## src/rtl/ec2_control_unit.sv

```systemverilog
// Fetch/decode/execute sequencer for the 8-bit accumulator processor; 1-cycle registered state, Mealy outputs on enter/flags.
// IN stalls on enter press and release; HALT parks until reset; reset forces every control low.
module ec2_control_unit #(
    parameter int COUNT_W = 8
) (
    input  logic               clock,
    input  logic               reset,
    input  logic               enter,
    input  logic [7:0]         ir,
    input  logic               aeq0,
    input  logic               apos,
    output logic               ir_load,
    output logic               pc_load,
    output logic               jmp_mux,
    output logic               mem_inst,
    output logic               mem_wr,
    output logic [1:0]         a_sel,
    output logic               a_load,
    output logic               alu_sub,
    output logic               halt,
    output logic [2:0]         ir_out,
    output logic [3:0]         state,
    output logic [COUNT_W-1:0] instr_count
);

    typedef enum logic [3:0] {
        S_START = 4'b0000,
        S_FETCH = 4'b0001,
        S_DEC   = 4'b0010,
        S_INW   = 4'b0011,
        S_LOAD  = 4'b1000,
        S_STORE = 4'b1001,
        S_ADD   = 4'b1010,
        S_SUB   = 4'b1011,
        S_IN    = 4'b1100,
        S_JZ    = 4'b1101,
        S_JPOS  = 4'b1110,
        S_HALT  = 4'b1111
    } state_e;

    localparam logic [1:0] ASEL_ALU = 2'b00;
    localparam logic [1:0] ASEL_IN  = 2'b01;
    localparam logic [1:0] ASEL_MEM = 2'b10;

    state_e             state_q, state_d;
    logic [2:0]         ir_out_q, ir_out_d;
    logic [COUNT_W-1:0] count_q, count_d;

    always_ff @(posedge clock) begin
        if (reset) begin
            state_q  <= S_START;
            ir_out_q <= 3'b000;
            count_q  <= '0;
        end else begin
            state_q  <= state_d;
            ir_out_q <= ir_out_d;
            count_q  <= count_d;
        end
    end

    always_comb begin
        state_d  = state_q;
        ir_out_d = ir_out_q;
        count_d  = count_q;
        ir_load  = 1'b0;
        pc_load  = 1'b0;
        jmp_mux  = 1'b0;
        mem_inst = 1'b0;
        mem_wr   = 1'b0;
        a_sel    = ASEL_ALU;
        a_load   = 1'b0;
        alu_sub  = 1'b0;
        halt     = 1'b0;

        case (state_q)
            S_START: state_d = S_FETCH;
            S_FETCH: begin
                ir_load  = 1'b1;
                mem_inst = 1'b1;
                pc_load  = 1'b1;
                state_d  = S_DEC;
            end
            S_DEC: begin
                ir_out_d = ir[7:5];
                count_d  = count_q + COUNT_W'(1);
                state_d  = state_e'({1'b1, ir[7:5]});
            end
            S_LOAD: begin
                a_sel   = ASEL_MEM;
                a_load  = 1'b1;
                state_d = S_FETCH;
            end
            S_STORE: begin
                mem_wr  = 1'b1;
                state_d = S_FETCH;
            end
            S_ADD: begin
                a_load  = 1'b1;
                state_d = S_FETCH;
            end
            S_SUB: begin
                alu_sub = 1'b1;
                a_load  = 1'b1;
                state_d = S_FETCH;
            end
            S_IN: begin
                if (enter) begin
                    a_sel   = ASEL_IN;
                    a_load  = 1'b1;
                    state_d = S_INW;
                end
            end
            // Wait for release so a held button loads A only once.
            S_INW: begin
                if (!enter) begin
                    state_d = S_FETCH;
                end
            end
            S_JZ: begin
                pc_load = aeq0;
                jmp_mux = aeq0;
                state_d = S_FETCH;
            end
            S_JPOS: begin
                pc_load = apos;
                jmp_mux = apos;
                state_d = S_FETCH;
            end
            S_HALT: halt = 1'b1;
            default: state_d = S_START;
        endcase

        // Reset masks the Mealy outputs too, so no stray A load while reset is held.
        if (reset) begin
            ir_load  = 1'b0;
            pc_load  = 1'b0;
            jmp_mux  = 1'b0;
            mem_inst = 1'b0;
            mem_wr   = 1'b0;
            a_sel    = ASEL_ALU;
            a_load   = 1'b0;
            alu_sub  = 1'b0;
            halt     = 1'b0;
        end
    end

    assign state       = state_q;
    assign ir_out      = ir_out_q;
    assign instr_count = count_q;

endmodule

```

## config.mk

```make
export PLATFORM = sky130hd
export DESIGN_NAME = ec2_control_unit
export DESIGN_NICKNAME = d
export VERILOG_FILES = /design/src/rtl/ec2_control_unit.sv
export SDC_FILE = /design/constraint.sdc
export NUM_CORES = 1
export LEC_CHECK = 0
export ABC_AREA = 1
export CAP_MARGIN = 30
export CORE_ASPECT_RATIO = 1.25
export CORE_MARGIN = 4
export CORE_UTILIZATION = 40
export CTS_BUF_LIST = sky130_fd_sc_hd__clkbuf_4
export DETAILED_ROUTE_END_ITERATION = 12
export PLACE_DENSITY_LB_ADDON = 0.25
export SKIP_LAST_GASP = 1
export SLEW_MARGIN = 20
export SYNTH_ARGS = -nofsm -noshare
export SYNTH_HDL_FRONTEND = slang
export SYNTH_SLANG_ARGS = --single-unit
```

## constraint.sdc

```tcl
create_clock -name clock -period 1.5 [get_ports clock]
set_input_delay 0.3 -clock clock [delete_from_list [all_inputs] [get_ports clock]]
set_output_delay 0.3 -clock clock [all_outputs]
set_load 0.01 [all_outputs]
```

# == Word-level counts from Yosys, hierarchy flattened ==
# Cells that the tools add are included.
# classes
n_addsub,1
n_mux,21
reduce_logical,4
bitwise_logic,1
n_eq_ne,13
# op_table
op,count
== test 4 bit (second input constant),8
one-hot mux 4 bit (6 select lines),1
two-way mux 1 bit,13
adder 8 x 1 -> 8 bit (second input constant),1
== test 4 x 2 -> 1 bit (second input constant),2
two-way mux 4 bit,2
OR reduction 7 bit,1
== test 4 x 1 -> 1 bit (second input constant),1
zero test 4 bit,1
!= test 2 bit (second input constant),2
one-hot mux 1 bit (2 select lines),2
one-hot mux 2 bit (2 select lines),1
one-hot mux 1 bit (3 select lines),1
AND reduction 3 bit,1
OR reduction 3 bit,1
two-way mux 2 bit,1
NOT 1 bit,1
# word_totals
register_bits,15
in_bits,13
output_inout_bits,25
word_cells,43

# == Logic depth before layout (Yosys ltp) ==
# logic_depth
word_depth,4
ltp_mapped,8
mapped_depth_nobuf,8

# == Worst setup path before layout ==
# No wires, ideal clock.
# synth_timing
path_type,reg2out
start,"reg state_q[0], in the netlist state[0]"
end,out mem_inst
path_slack_ns,0.043
arrival_ns,1.157
n_path_buf,1
t_required_ns,1.200
path_stages_with_launch,6
path_cell_list,dfxtp_1 nand2_1 inv_1 nand2_1 nor2_1 buf_4
# synth_via
elab_chain_len,3
# synth_lines
element,line,text
start: declaration,45,"state_e state_q, state_d;"
start signal: assignment,55,state_q <= state_d;
== test 4 x 1 -> 1 bit,-,
two-way mux 1 bit (2 in series),-,
end: declaration,15,"output logic mem_inst,"
# Every way passes these cells.

# == Worst setup path after layout ==
# layout_timing
start,"reg state_q[0], in the netlist state[0]"
end,out a_load
# layout_via
elab_chain_len,4
word_cells_on_any_way,7
classes_between,eq/ne: 4; mux: 2; reduce/logical: 1
# layout_lines
element,line,text
== test 4 bit,75,case (state_q)
OR reduction 3 bit (no line),-,
one-hot mux 1 bit (2 select lines) *,75,
two-way mux 1 bit *,134,if (reset) begin
end: declaration,18,"output logic a_load,"
# Mark *: on every way between the ends. The rest lies on a longest branch, timed or not.

==> results.md <==
- Largest net degree at the start of global routing: 13
- Worst-path fanout max: 4
- Num CTS Buffers: 3
- Outcome: complete, but fails checks
- CTS H-tree lvls: 1
- Setup Skew: around 0.0022 ns
- Share of cells above drive strength 1: between 40% and 50%
- Vias: ~1,100
- P&R area growth vs syn: 79.8%
- Max Cap Viol: 0
- Detailed Route WL: around 2700 µm
- Yosys top cell area share: 36.4%
- Sequential share of power: around a third
- FF+latch count, synth: 15
- Largest area contributor in the netlist: dfxtp_1
- Crit Path Category: reg -> out
- Final Hold Fails: 0
- Vias in the first global route: 995
- Sw Share: about two fifths
- Hold EP: ir_out[2]
- RD Place Congestion: roughly 0.9
- Synth unique cells: 20
- FF-to-FF End: state[2]
- Total chip power: approximately 1.6 mW
- Port Buffers: 32
- Reg2reg start: state[0]
- Critical path arrival: around 1.3 ns
- Endpoint class of the critical path: primary output
- Synth cell count leaders: 32 x nand2_1, 20 x nor2_1, 19 x inv_1, 15 x dfxtp_1, 15 x nand3_1
- Crit share post-route: 108%
- Finish-stage setup viols: 12
- Net count after synthesis: 139
- Detailed-placement wirelength estimate: 1800 µm
- Iter 0 DRT Violations: 17
- Bufs on Longest Clock Path: 2
- DR DRC count: 0
- Register-to-Register Path Depth: 13
- Post-CTS Hold Buffers: 0
- Hold path start: ir_out[2]
- Starting Density: about two fifths
- GRT overflow: 0
- Initial DRT Pass Iterations: 5
- Root Buffer: clkbuf_4
- Slew HR: 89.0%
- Clk pin slew, worst setup/hold paths: roughly 0.10 ns
- Clock share of power: between 10% and 20%
- Final min period: 1.63 ns
- Die X: 48.6 µm
- Reg area: about 310 µm²
- Worst-skew pair later-pin latency: about 0.28 ns
- Net Sw Power: approximately 620 µW
- Post-synth EDFFs: 0
- Max Slew Vio Count: 0
- Area occupied by multi-input gates: approximately 500 µm²
- N_diodes: 0
- Synthesis Warnings: 0
- Rows: 18
- Synth top area cells: dfxtp_1 36%, nand2_1 15%, nand3_1 9.1%
- Avg WL per Cell: 12.9 µm
- Pint: roughly 970 µW
- Top-count cell post-synth: nand2_1
- PD cells: about 1100 nW/µm²
- Via/cell ratio: around 5
- Combinational fraction of design power: between 50 and 60%
- Worst vdd ir: approximately 0.8 mV
- Primary FF master, synth: dfxtp_1
- Synth Instances: between 100 and 150
- Global Route Usage Sum: a little under a fifth
- IO Pins: 38
- Worst EP required: 1.20 ns
- Final worst slack: -0.125 ns
- Final nets: a little over 200
- Syn_area_per_cell: about 6.6 µm²
- Async SR Flop Fraction: 0%
- RSZ-0062 raised after global routing: yes
- WHS: between 0.4 and 0.5 ns
- Setup crit start kind: flop
- Reg2Reg Setup Slack: -0.09 ns
- Antenna viol nets, final: 0
- Core area: 1980 µm²
- Slew @ Worst Pin: between 0.15 and 0.2 ns
- Die Ht: between 50 and 60 µm
- Hold depth: 2
- Fmax: between 0.6 and 0.7 GHz
- CTS tree: done
- Antenna violations before repair: 0
- Die ar.: between 2000 and 3000 µm²
- Failing checks: negative setup slack
- Post-Syn Area: 826 µm²
- HP Class: reg -> reg
- Global-route wire length before repair: between 4000 and 5000 µm
- Register area share after synthesis: a little over a third
- Fillcell total: ~150
- Clock sink count: 15
- Leakage: approximately 0.9 nW
cells in the final DEF (no fill, tap or decap):
| master | n |
|---|---|
| nor2_1 | 18 |
| o22ai_1 | 2 |
| buf_2 | 10 |
| dlymetal6s2s_1 | 8 |
| dlygate4sd2_1 | 6 |
| nor2_4 | 3 |
| o21ai_0 | 2 |
| dfxtp_4 | 1 |
| nand2_2 | 3 |
| buf_4 | 30 |
| nor2_8 | 1 |
| clkinv_2 | 1 |
| a21oi_1 | 5 |
| nand2_4 | 2 |
| dfxtp_1 | 7 |
| nand3_2 | 3 |
| nand3_4 | 1 |
| nand3_1 | 12 |
| clkbuf_4 | 3 |
| inv_4 | 2 |
| inv_2 | 5 |
| ha_1 | 1 |
| inv_1 | 13 |
| buf_6 | 3 |
| o21ai_1 | 1 |
| nand4_1 | 1 |
| clkdlybuf4s50_1 | 7 |
| nand2_8 | 1 |
| nor2_2 | 2 |
| nor3_1 | 1 |
| nand2_1 | 27 |
| dfxtp_2 | 7 |
| xor2_1 | 2 |
| clkdlybuf4s15_1 | 1 |
repair_timing:
item,4_1_cts,5_1_grt
endpoints found under the setup margin,19,31
gates resized for setup,65,25
pin swaps,3,8
cloned,0,0
setup buffers,11,3
cell type report:
| type | instances | area share [%] |
|---|---|---|
| timing repair buffer | 65 | 36.5 |
| multi-input combinational | 88 | 33.5 |
| sequential | 15 | 21.1 |
| inverter | 20 | 5.39 |
| tap | 20 | 1.68 |
| clock buffer | 3 | 1.52 |
| clock inverter | 1 | 0.337 |
per-stage QoR:
stage / instance area [µm²] / util (%) / TNS [ns] / std cells / setup slack, ns
after global routing: 1490 / 74.9 / -1.68 / 212 / -0.192
after detailed placement: 1330 / 66.9 / -4.28 / 197 / -0.514
after floorplan: 826 / - / 0 / 125 / 0.0434
after global placement: 1330 / 66.9 / -4.15 / 197 / -0.490
after CTS: 1420 / 71.8 / -1.00 / 212 / -0.177
final: 1490 / 74.9 / -0.666 / 212 / -0.125
per-layer routing:
metal | share of wire [%] | vias up | GRT usage [%]
li1 | - | 530 | -
met1 | 39 | 490 | 19.2
met2 | 54 | 31 | 36.2
met3 | 5.0 | 6 | 3.80
met4 | 1.5 | 0 | 5.77
met5 | 0 | - | 0
critical path: stages, from the launching register on:
cell     delay [ns]
dfxtp_4        0.38
buf_6          0.13
inv_4          0.04
nand3_2        0.07
inv_2          0.06
nand2_1        0.06
o22ai_1        0.15
buf_2          0.16
cell families (layout without fill, tap and decap cells):
group	Yosys count	in the layout	share of synthesized area (%)
AND/OR/NAND/NOR	75	75	43.2
XOR/XNOR	2	2	2.12
buffers and inverters	22	89	10.5
adder cells (fa/ha/maj)	1	1	1.51
AO/OA/AOI/OAI	10	10	6.36
flip-flops	15	15	36.4
how the worst max path moves through the flow:
stage / slack [ns] / endpoint / cells past startpoint / start
3_5_place_dp: -0.51 / a_load / 5 / reset
6_report: -0.13 / a_load / 7 / state[0]
2_1_floorplan: 0.04 / mem_inst / 5 / state[0]
5_1_grt: -0.19 / pc_load / 7 / state[0]
3_3_place_gp: -0.49 / a_load / 5 / reset
4_1_cts: -0.18 / pc_load / 5 / state[2]
state kept, by name, summed over array words and instances (netlist names):
name / flops
ir_out: 3
state: 4
instr_count: 8
power by group through the flow:
stage,sequential (mW),clock (mW),combinational [mW]
2_1_floorplan,0.557,0,0.287
3_3_place_gp,0.508,0,0.709
3_5_place_dp,0.510,0,0.723
4_1_cts,0.516,0.242,0.765
5_1_grt,0.529,0.262,0.904
6_report,0.523,0.235,0.836
(Power assumes the default switching activity.)
